**config.mk**
```make
export PLATFORM = sky130hd
export DESIGN_NAME = multitap_effects
export DESIGN_NICKNAME = d
export VERILOG_FILES = /design/src/rtl/multitap_effects.sv
export SDC_FILE = /design/constraint.sdc
export NUM_CORES = 1
export LEC_CHECK = 0
export CORE_MARGIN = 10
export CORE_UTILIZATION = 63
export CTS_BUF_LIST = sky130_fd_sc_hd__clkbuf_16
export CTS_CLUSTER_SIZE = 30
export DETAILED_ROUTE_END_ITERATION = 8
export PLACE_DENSITY = 0.88
export SLEW_MARGIN = 20
export SYNTH_ARGS = -nofsm -noshare
export SYNTH_HDL_FRONTEND = slang
export SYNTH_SLANG_ARGS = --single-unit
```
**constraint.sdc**
```tcl
create_clock -name clk -period 11.5 [get_ports clk]
set_input_delay 2.3 -clock clk [delete_from_list [all_inputs] [get_ports clk]]
set_output_delay 2.3 -clock clk [all_outputs]
set_load 0.01 [all_outputs]
```
**src/rtl/multitap_effects.sv**
```systemverilog
// multitap_effects: multi-tap delay/echo effect over an external delay RAM,
// with tap accumulation, overdrive, saturation and solo shaping.
module multitap_effects #(
    parameter int DW         = 10,
    parameter int AW         = 13,
    parameter int NTAPS      = 4,
    parameter int BASE_DELAY = 256,
    parameter int NOISE_OFS  = 15
) (
    input  logic             clk,
    input  logic             reset,
    input  logic             sampleValid,
    input  logic [DW-1:0]    sampleVoltage,
    input  logic [DW-1:0]    offset,
    input  logic [NTAPS-1:0] tapEnable,
    input  logic             overdrive,
    input  logic             solo,
    input  logic             userMode,
    input  logic [3:0]       intensity,
    input  logic [DW:0]      readVoltage,
    output logic [AW-1:0]    address,
    output logic             writeEnable,
    output logic [DW:0]      writeVoltage,
    output logic [DW:0]      sendVoltage,
    output logic             sendValid,
    output logic             busy,
    output logic             overrun
);
    localparam int ACCW = DW + 6;
    typedef enum logic [2:0] {IDLE, WRITE, TAP, DRAIN, OUTPUT} state_t;
    state_t state;
    logic [2:0] tap, prev;
    logic [7:0] en_all;
    logic [AW-1:0] write_adr, delay;
    logic [ACCW-1:0] acc, acc_sum, new_ov, abs_v, driven, thresh, sat;
    logic [DW-1:0] ov_mag, rd_mag, neg_sat, mag;
    logic take;

    assign new_ov = ACCW'(sampleVoltage) - ACCW'(offset) + ACCW'(NOISE_OFS);
    assign ov_mag = DW'(new_ov[ACCW-1] ? -new_ov : new_ov);
    assign delay = userMode ? AW'((32'(intensity) + 1) * (32'(tap) + 1) * 128)
                            : AW'(BASE_DELAY * (32'(tap) + 1));
    assign address = (state == TAP) ? write_adr - delay : write_adr;
    assign writeEnable = (state == WRITE);
    assign busy = (state != IDLE);
    // read data lags the address by one cycle, so each state consumes the previous tap
    assign prev = (state == DRAIN) ? tap : tap - 3'd1;
    assign en_all = 8'(tapEnable);
    assign rd_mag = (prev == 3'd0) ? readVoltage[DW-1:0] : readVoltage[DW-1:0] >> 1;
    assign acc_sum = readVoltage[DW] ? acc - ACCW'(rd_mag) : acc + ACCW'(rd_mag);
    assign take = en_all[prev] && ((state == TAP && tap != 3'd0) || state == DRAIN);

    always_comb begin
        abs_v = acc[ACCW-1] ? -acc : acc;
        driven = (overdrive && abs_v > ACCW'(31)) ? abs_v << (userMode ? intensity : 4'd2) : abs_v;
        thresh = !overdrive ? ACCW'(2**DW - 1) : !userMode ? ACCW'(255) : (ACCW'(intensity) << 6) + ACCW'(126);
        sat = (driven > thresh) ? thresh : driven;
        neg_sat = DW'(-sat);
        mag = !solo ? sat[DW-1:0] : (sat < ACCW'(15)) ? '0 : neg_sat >> 1;
    end

    always_ff @(posedge clk or posedge reset) begin
        if (reset) begin
            state        <= IDLE;
            tap          <= '0;
            write_adr    <= '0;
            acc          <= '0;
            writeVoltage <= '0;
            sendVoltage  <= '0;
            sendValid    <= 1'b0;
            overrun      <= 1'b0;
        end else begin
            sendValid <= 1'b0;
            if (sampleValid && state != IDLE)
                overrun <= 1'b1;
            case (state)
                IDLE: if (sampleValid) begin
                    acc          <= new_ov;
                    writeVoltage <= {new_ov[ACCW-1], ov_mag};
                    state        <= WRITE;
                end
                WRITE: begin
                    tap   <= '0;
                    state <= TAP;
                end
                TAP: begin
                    if (take)
                        acc <= acc_sum;
                    if (tap == 3'(NTAPS - 1))
                        state <= DRAIN;
                    else
                        tap <= tap + 3'd1;
                end
                DRAIN: begin
                    if (take)
                        acc <= acc_sum;
                    state <= OUTPUT;
                end
                OUTPUT: begin
                    sendVoltage <= {acc[ACCW-1], mag};
                    sendValid   <= 1'b1;
                    write_adr   <= write_adr + 1'b1;
                    state       <= IDLE;
                end
                default: state <= IDLE;
            endcase
        end
    end
endmodule

```
==> flow_metrics.env <==
export IMPL_outcome="completed"
export IMPL_hold_depth=2
export IMPL_synth_xor_area_share=0.08431
export IMPL_cts_buffer_depth=2
export IMPL_tns_ps=0
export IMPL_worst_r2r_path_depth=24
export IMPL_final_hold_viol_count=0
export IMPL_synth_edff_count=0
export IMPL_avgSynthCellArea_um2=7.596
export IMPL_synth_simple_area_share=0.2358
export IMPL_clock_sinks=59
export IMPL_cts_buffers=9
export IMPL_cp_end_kind="output port"
export IMPL_p_leak_uw=0.003703
export IMPL_cts_root_buffer="clkbuf_16"
export IMPL_die_x_um=130.5
export IMPL_synth_compound_area_frac=0.2601
export IMPL_rsz0062_at_grt="no"
export IMPL_cts_tree="built"
export IMPL_portBuffers=83
export IMPL_ir_drop_mv=0.1133
export IMPL_synth_top_flop_cell="dfrtp_1"
export IMPL_nNetsFinal=1155
export IMPL_worst_slew_pin_transition_ps=966.2
export IMPL_overflow=0
export IMPL_critical_path_class="primary input to output port"
export IMPL_cts_hold_buf=0
export IMPL_via_per_inst=6.384
export IMPL_p_int_uw=1126
export IMPL_postLayoutCoreUtil=0.7323
export IMPL_p_clk_frac=0.122
export IMPL_drive_gt1_frac=0.05888
export IMPL_rows=40
export IMPL_drc=0
export IMPL_slew_viol_final=0
export IMPL_place_gp_congestion=0.9791
export IMPL_dp_cells=1184
export IMPL_ys_warn_count=0
export IMPL_ioPinCount=84
export IMPL_reg2reg_to="sendVoltage[4]"
export IMPL_arrival_ps=7160
export IMPL_worst_slack_ps=2041
export IMPL_core_area_um2=11960
export IMPL_p_sw_uw=1098
export IMPL_critPathRequiredTime_ps=9200
export IMPL_power_switching_share=0.4938
export IMPL_cp_max_fo=31
export IMPL_post_dp_hpwl_um=15390
export IMPL_synthToLayoutAreaGrowth_pct=13.95
export IMPL_detail_route_first_pass_iterations=6
export IMPL_holdCritPathClass="register to register"
export IMPL_drt_iter0_drc=782
export IMPL_async_reset_ff_frac=1.000
export IMPL_max_slew_margin_rel=0.3559
export IMPL_post_place_ws_ps=2192
export IMPL_path_clk_slew_ps=50
export IMPL_fillCellCount=893
export IMPL_r2r_start="acc[0]"
export IMPL_netlist_instances=1012
export IMPL_post_drt_wl_per_cell_um=16.83
export IMPL_fin_cells=1200
export IMPL_via_count=7661
export IMPL_synth_seq_area_share=0.1921
export IMPL_antenna_left=0
export IMPL_synth_top_family_by_area="compound AO/OA/AOI/OAI gates"
export IMPL_postCtsSetupBuffers=0
export IMPL_finalSetupViolations=0
export IMPL_grt_max_degree=60
export IMPL_synthAdderAreaFrac=0.1087
export IMPL_period_needed_ps=9459
export IMPL_final_setup_skew_ps=3.543
export IMPL_cts_htree_levels=3
export IMPL_track_usage=0.2364
export IMPL_start_util=0.6427
export IMPL_die_h_um=130.5
export IMPL_worstSetupStartpoint="intensity[0]"
export IMPL_clk_latency_ps=330
export IMPL_rrSetupSlack_ps=4180
export IMPL_cap_viol_max_count=0
export IMPL_fmax_mhz=105.7
export IMPL_yosysUniqueCellTypes=91
export IMPL_synthMuxAreaShare=0.04704
export IMPL_diodes=0
export IMPL_antenna_found_initial=0
export IMPL_critPathLaunchType="primary input"
export IMPL_powerDensity_nw_per_um2=253.9
export IMPL_grt_pass1_vias=7158
export IMPL_crit_end="address[12]"
export IMPL_ys_ff_latch=59
export IMPL_grt_pass1_wl_um=33770
export IMPL_min_period_over_period=0.8226
export IMPL_drt_wl_total_um=20190
export IMPL_p_comb_frac=0.691
export IMPL_synthesis_nets=1119
export IMPL_post_cts_resized=0
export IMPL_syn_area_um2=7687
export IMPL_pwr_share_seq=0.187
export IMPL_die_area_um2=17020
-- worst min-delay path by stage --
stage | startpoint | endpoint | slack (ps)
2_1_floorplan | write_adr[12] | write_adr[12] | 460
3_3_place_gp | overrun | overrun | 440
3_5_place_dp | writeVoltage[3] | writeVoltage[3] | 470
6_report | writeVoltage[3] | writeVoltage[3] | 480
5_1_grt | sendVoltage[6] | sendVoltage[6] | 510
4_1_cts | writeVoltage[8] | writeVoltage[8] | 480
-- critical path, stage by stage --
cell and delay (ps):
clkdlybuf4s50_1 460, buf_4 310, ha_1 300, xor2_1 220
nand2_1 110, fa_1 500, fa_1 550, inv_1 60
fa_1 470, o21ai_0 230, ha_1 310, a21o_1 170
a21oi_1 170, xnor2_1 130, nand2_1 100, xnor2_1 210
clkdlybuf4s50_1 580
-- power by group through the flow --
| stage | clock (uW) | combinational, uW | sequential [uW] |
|---|---|---|---|
| floorplan | 0 | 1160 | 366 |
| global placement | 0 | 1470 | 412 |
| detailed placement | 0 | 1500 | 415 |
| CTS | 272 | 1520 | 412 |
| global route | 282 | 1700 | 433 |
| finish | 271 | 1540 | 417 |
-- synthesized netlist by cell type (14+ instances only) --
| library cell | number | area (um2) |
|---|---|---|
| a21oi_1 | 64 | 320.3 |
| a31oi_1 | 14 | 87.58 |
| clkbuf_1 | 41 | 153.9 |
| dfrtp_1 | 59 | 1476 |
| ha_1 | 54 | 675.7 |
| inv_1 | 65 | 244.0 |
| mux2i_1 | 20 | 200.2 |
| nand2_1 | 104 | 390.4 |
| nand3_1 | 23 | 115.1 |
| nand4_1 | 18 | 112.6 |
| nor2_1 | 94 | 352.8 |
| nor2b_1 | 14 | 87.58 |
| nor3_1 | 31 | 155.2 |
| o211ai_1 | 16 | 120.1 |
| o21ai_0 | 62 | 310.3 |
| xnor2_1 | 45 | 394.1 |
| xor2_1 | 29 | 254.0 |
-- layout make-up --
| cell class | instances | area [um2] | share of cell area |
|---|---|---|---|
| Clock inverter | 7 | 77.57 | 0.008856 |
| Sequential cell | 59 | 1476 | 0.1685 |
| Tap cell | 147 | 183.9 | 0.02100 |
| Inverter | 66 | 247.7 | 0.02828 |
| Timing Repair Buffer | 90 | 883.3 | 0.1008 |
| Multi-Input combinational cell | 822 | 5665 | 0.6468 |
| Clock buffer | 9 | 225.2 | 0.02571 |
-- cell families after synthesis --
| kind of cell | after synthesis |
|---|---|
| simple gates | 366 |
| compound gates | 289 |
| buf+inv | 131 |
| xor+xnor | 74 |
| fa+ha+maj | 62 |
| flops | 59 |
| mux | 31 |
-- state kept, by name (all words and copies together), names as in the netlist --
signal        cells
writeVoltage     11
tap               3
write_adr        13
sendValid         1
state             3
acc              16
overrun           1
sendVoltage      11
-- layout by cell type, fill, tap and decap left out, types with 11 or more instances in the layout --
master / count
nor2b_1: 14
mux2i_1: 20
nand3_1: 23
nor2_1: 94
xor2_1: 29
a211oi_1: 11
ha_1: 54
o211ai_1: 16
a31oi_1: 14
inv_1: 64
clkdlybuf4s50_1: 83
o21ai_0: 62
nand2b_1: 12
xnor2_1: 45
dfrtp_1: 59
a21o_1: 13
nand4_1: 18
nand2_1: 104
a21oi_1: 64
nor3_1: 31
-- per-stage QoR --
stage | hold WS [ps] | total power (uW) | cell area [um2]
6_report | 477.2 | 2224 | 8760
5_1_grt | 506.9 | 2411 | 8760
4_1_cts | 484.4 | 2202 | 8760
3_5_place_dp | 472.9 | 1916 | 8457
3_3_place_gp | 444.9 | 1887 | 8457
2_1_floorplan | 461.9 | 1523 | 7687
-- routing by layer --
metal | global-route usage | up-vias | share of wire
met5 | 0 | - | 0
met2 | 0.4017 | 330 | 0.48
met3 | 0.03948 | 38 | 0.074
met4 | 0.08698 | 0 | 0.023
met1 | 0.2955 | 3553 | 0.42
li1 | - | 3740 | -
No activity file was read; power rests on OpenSTA's default activity.
==> variant 1, RTL diff (config.mk and constraints unchanged) <==
Change the parameter `DW` from 10 to 9.
--- a/src/rtl/multitap_effects.sv
+++ b/src/rtl/multitap_effects.sv
@@ -1,7 +1,7 @@
 // multitap_effects: multi-tap delay/echo effect over an external delay RAM,
 // with tap accumulation, overdrive, saturation and solo shaping.
 module multitap_effects #(
-    parameter int DW         = 10,
+    parameter int DW         = 9,
     parameter int AW         = 13,
     parameter int NTAPS      = 4,
     parameter int BASE_DELAY = 256,
Interface: changed (5 resized); port bits go from 84 to 79. No check against the original RTL was run, so the function may have changed too.
==> variant 1 against the unedited design <==
First-iteration DRC count fell by 16%; routed wire length fell by 4.9%; count of clock-buffer cells in the layout is 4 lower; final area down 8.8%; die area is 6.4% lower; area after synthesis shrank 7.5%; global-route usage is 0.52 points lower; worst setup slack got worse by 180 ps; total power shrank 8.9%; sequential cell count down 3; critical path depth shrank 1.
==> variant 1: results (changes against the unedited design) <==
Crit path DAT = 7340 ps (+180 ps)
Met3 usage = 3.272% (-0.68 points)
Reg-to-reg slack, setup = 4480 ps (+300 ps)
Met1 Wirelength = 7997 um (-6.7%)
Buffers, non-clock = 82 (-8.9%)
Synthesized net count = 1022 (-8.7%)
Worst-path clk slew = 80 ps (+30 ps)
Worst hold slack = 465.0 ps (-12.18 ps)
Largest registers = acc x15, write_adr x13
Status = completed
Vias per inst = 6.417 (+0.52%)
Synth top area cells = dfrtp_1 20%, ha_1 9.0%, xnor2_1 5.4%, nand2_1 4.6%, o21ai_0 3.9%
Mapped cell area = 7111 sq um (-7.5%)
Met3 WL = 1029 um (-32%)
First-pass GRT wire length = 32020 um (-5.2%)
Clock network area share = 2.147% (-1.3 points)
Register cell area after layout = 1401 sq um (-5.1%)
Total Wirelength = 19210 um (-4.9%)
Period utilization = 83.82% (+1.6 points)
Hold Startpoint = overrun$_DFFE_PP0P_
Synth cell count leaders = 88 x nand2_1, 69 x nor2_1, 59 x inv_1, 56 x dfrtp_1, 56 x o21ai_0
WHS Endpoint = overrun$_DFFE_PP0P_
GR Util All Layers = 23.12% (-0.52 points)
Vias in the first global route = 6699 (-6.4%)
Comb power = 0.00144 W (-6%)
Non-clk invs = 60 (-9.1%)
Synth Area per Inst = 7.720 sq um (+1.6%)
Met1 GRT Util = 27.60% (-1.9 points)
Leak = 3.332 nW (-10%)
Number of distinct library cells after synthesis = 86 (-5.5%)
[variant 1: cell count changes after synthesis, moves of 9 or more]
cell	change
xor2_1	-10
a21oi_1	-9
nand2_1	-16
nand3_1	+13
nor2_1	-25
nor3_1	-14
[variant 1: cell families after synthesis]
group | after synthesis | share of synthesized area (%)
AND/OR/NAND/NOR | 331 | 24.28
AO/OA/AOI/OAI | 265 | 25.59
buffers and inverters | 120 | 7.214
XOR/XNOR | 63 | 7.760
adder cells (fa/ha/maj) | 59 | 11.23
flip-flops | 56 | 19.71
multiplexers | 27 | 4.223
[variant 1: worst max-delay path by stage]
stage,from,end
after floorplan,intensity[0],address[12]
after global placement,intensity[0],address[12]
after detailed placement,intensity[0],address[12]
after CTS,intensity[0],address[12]
after global routing,intensity[0],address[12]
final,intensity[0],address[12]
==> variant 2, RTL diff (same settings) <==
Made on the original files. Register the outputs `address`, `writeEnable` and `busy`, with the module's reset; this adds one clock of latency there. The other outputs are not delayed to match. Comments in the files are not updated.
--- a/src/rtl/multitap_effects.sv
+++ b/src/rtl/multitap_effects.sv
@@ -40,9 +40,17 @@
     assign ov_mag = DW'(new_ov[ACCW-1] ? -new_ov : new_ov);
     assign delay = userMode ? AW'((32'(intensity) + 1) * (32'(tap) + 1) * 128)
                             : AW'(BASE_DELAY * (32'(tap) + 1));
-    assign address = (state == TAP) ? write_adr - delay : write_adr;
-    assign writeEnable = (state == WRITE);
-    assign busy = (state != IDLE);
+    always_ff @(posedge clk or posedge reset) begin
+        if (reset) begin
+            address     <= '0;
+            writeEnable <= '0;
+            busy        <= '0;
+        end else begin
+            address     <= (state == TAP) ? write_adr - delay : write_adr;
+            writeEnable <= (state == WRITE);
+            busy        <= (state != IDLE);
+        end
+    end
     // read data lags the address by one cycle, so each state consumes the previous tap
     assign prev = (state == DRAIN) ? tap : tap - 3'd1;
     assign en_all = 8'(tapEnable);
Formal check against the unedited RTL: not equivalent (Yosys sat finds a counterexample within 4 cycles, from zero or initial values and one cycle with reset high).
==> variant 2 against the unedited design <==
Non-clock buffer count down 2; combinational power increased by 3%; worst setup slack improved by 1500 ps; final area grew 3.3%; area after synthesis is 2.3% higher; total power is 7.8% higher; sequential cell count is 15 higher; routed wire length up 7.1%; largest power group unchanged.
==> variant 2: results (changes against the unedited design) <==
Leak = 3.864 nW (+4.3%)
Vias in the first global route = 7327 (+2.4%)
Finished Layout Cells = 1202 (+0.17%)
1st-pass router iterations = 5 (-1)
Ys async rst share = 100.0% (unchanged)
Largest registers = acc x16, address x13, write_adr x13
GR Util All Layers = 24.41% (+0.77 points)
Synth cell count leaders = 110 x nand2_1, 86 x nor2_1, 74 x dfrtp_1, 62 x inv_1
Max VDD drop = 121.9 uV (+7.6%)
Nets@finish = 1136 (-1.6%)
Total CTS buffers = 9 (unchanged)
Worst hold slack = 418.2 ps (-58.97 ps)
CP delay by family, top = compound AO/OA/AOI/OAI gates
Slew HR = 35.69% (+0.11 points)
Vias per inst = 6.313 (-1.1%)
Worst skew pair latency = 350 ps (+20 ps)
Status = completed
Synth warn = 0 (unchanged)
Worst Skew = 13.44 ps (+9.894 ps)
Synth top area cells = dfrtp_1 24%, ha_1 8.6%, xnor2_1 5.9%, nand2_1 5.2%, nor2_1 4.1%
Min cycle time layout = 7973 ps (-1487 ps)
Final HPWL DP = 16180 um (+5.1%)
First-pass GRT wire length = 36030 um (+6.7%)
First DRT Iteration DRCs = 707 (-9.6%)
Total Wirelength = 21630 um (+7.1%)
Share of cells above drive strength 1 = 5.126% (-0.76 points)
Synth Area per Inst = 8.019 sq um (+5.6%)
Worst-path clk slew = 60 ps
Crit-path slowest cell = clkdlybuf4s50_1
Cell area after placement = 8737 sq um (+3.3%)
GPL Wtd Cong = 1.012 (+3.4%)
Reg-to-reg slack, setup = 4740 ps (+560 ps)
Number of distinct library cells after synthesis = 83 (-8.8%)
Pre-CTS WS = 3327 ps (+1135 ps)
Largest net degree at the start of global routing = 75 (+25%)
Cells after DPL = 1186 (+0.17%)
CP Max Fanout = 23 (-26%)
Post-synthesis sequential area ratio = 23.54% (+4.3 points)
Crit path DAT = 8200 ps (+1040 ps)
Crit path largest cell delay = 1010 ps (+430 ps)
==> variant 2: where the power goes <==
group	internal [W]	switching, W	total, W
clock network	0.000172	0.000122	0.000294
registers	0.000356	0.000152	0.000508
logic	0.000687	0.000907	0.00159
==> variant 2: worst paths after layout <==
path	start	end	cells past startpoint
setup / recovery	intensity[0]	sendVoltage[0]$_DFFE_PP0P_	18
min in group asynchronous	reset	writeVoltage[3]$_DFFE_PP0P_	3
hold reg to reg	write_adr[6]$_DFFE_PP0P_	address[6]$_DFF_PP0_	0
hold / removal	write_adr[6]$_DFFE_PP0P_	address[6]$_DFF_PP0_	0
setup reg to reg	acc[0]$_DFFE_PP0P_	sendVoltage[0]$_DFFE_PP0P_	21
max in group asynchronous	reset	sendVoltage[1]$_DFFE_PP0P_	3
==> variant 2: metal layers <==
| metal | track usage [%] | routed length (um) | vias up |
|---|---|---|---|
| li1 | - | - | 3630 |
| met1 | 29.10 | 8846 | 3584 |
| met2 | 41.28 | 10540 | 303 |
| met3 | 5.145 | 1457 | 71 |
| met4 | 11.06 | 789 | 0 |
| met5 | 0 | 0 | - |
==> variant 2: cell type report <==
class,count,area [sq um]
clock buffer,9,225.2
multi-input combinational,794,5574
timing repair buffer,88,868.3
fill,930,3065
tap,168,210.2
clock inverter,7,83.83
sequential,74,1852
inverter,62,232.7
==> variant 2: logic make-up (layout without fill, tap and decap cells) <==
family / Yosys count / after routing / synth area share [%]
buffers and inverters: 113 / 166 / 5.694
adders and majority gates: 62 / 62 / 10.63
muxes: 36 / 36 / 5.313
DFF: 74 / 74 / 23.54
and+or+nand+nor: 347 / 347 / 21.41
xor gates and xnor gates: 85 / 85 / 9.464
AOI/OAI and AO/OA: 264 / 264 / 23.95
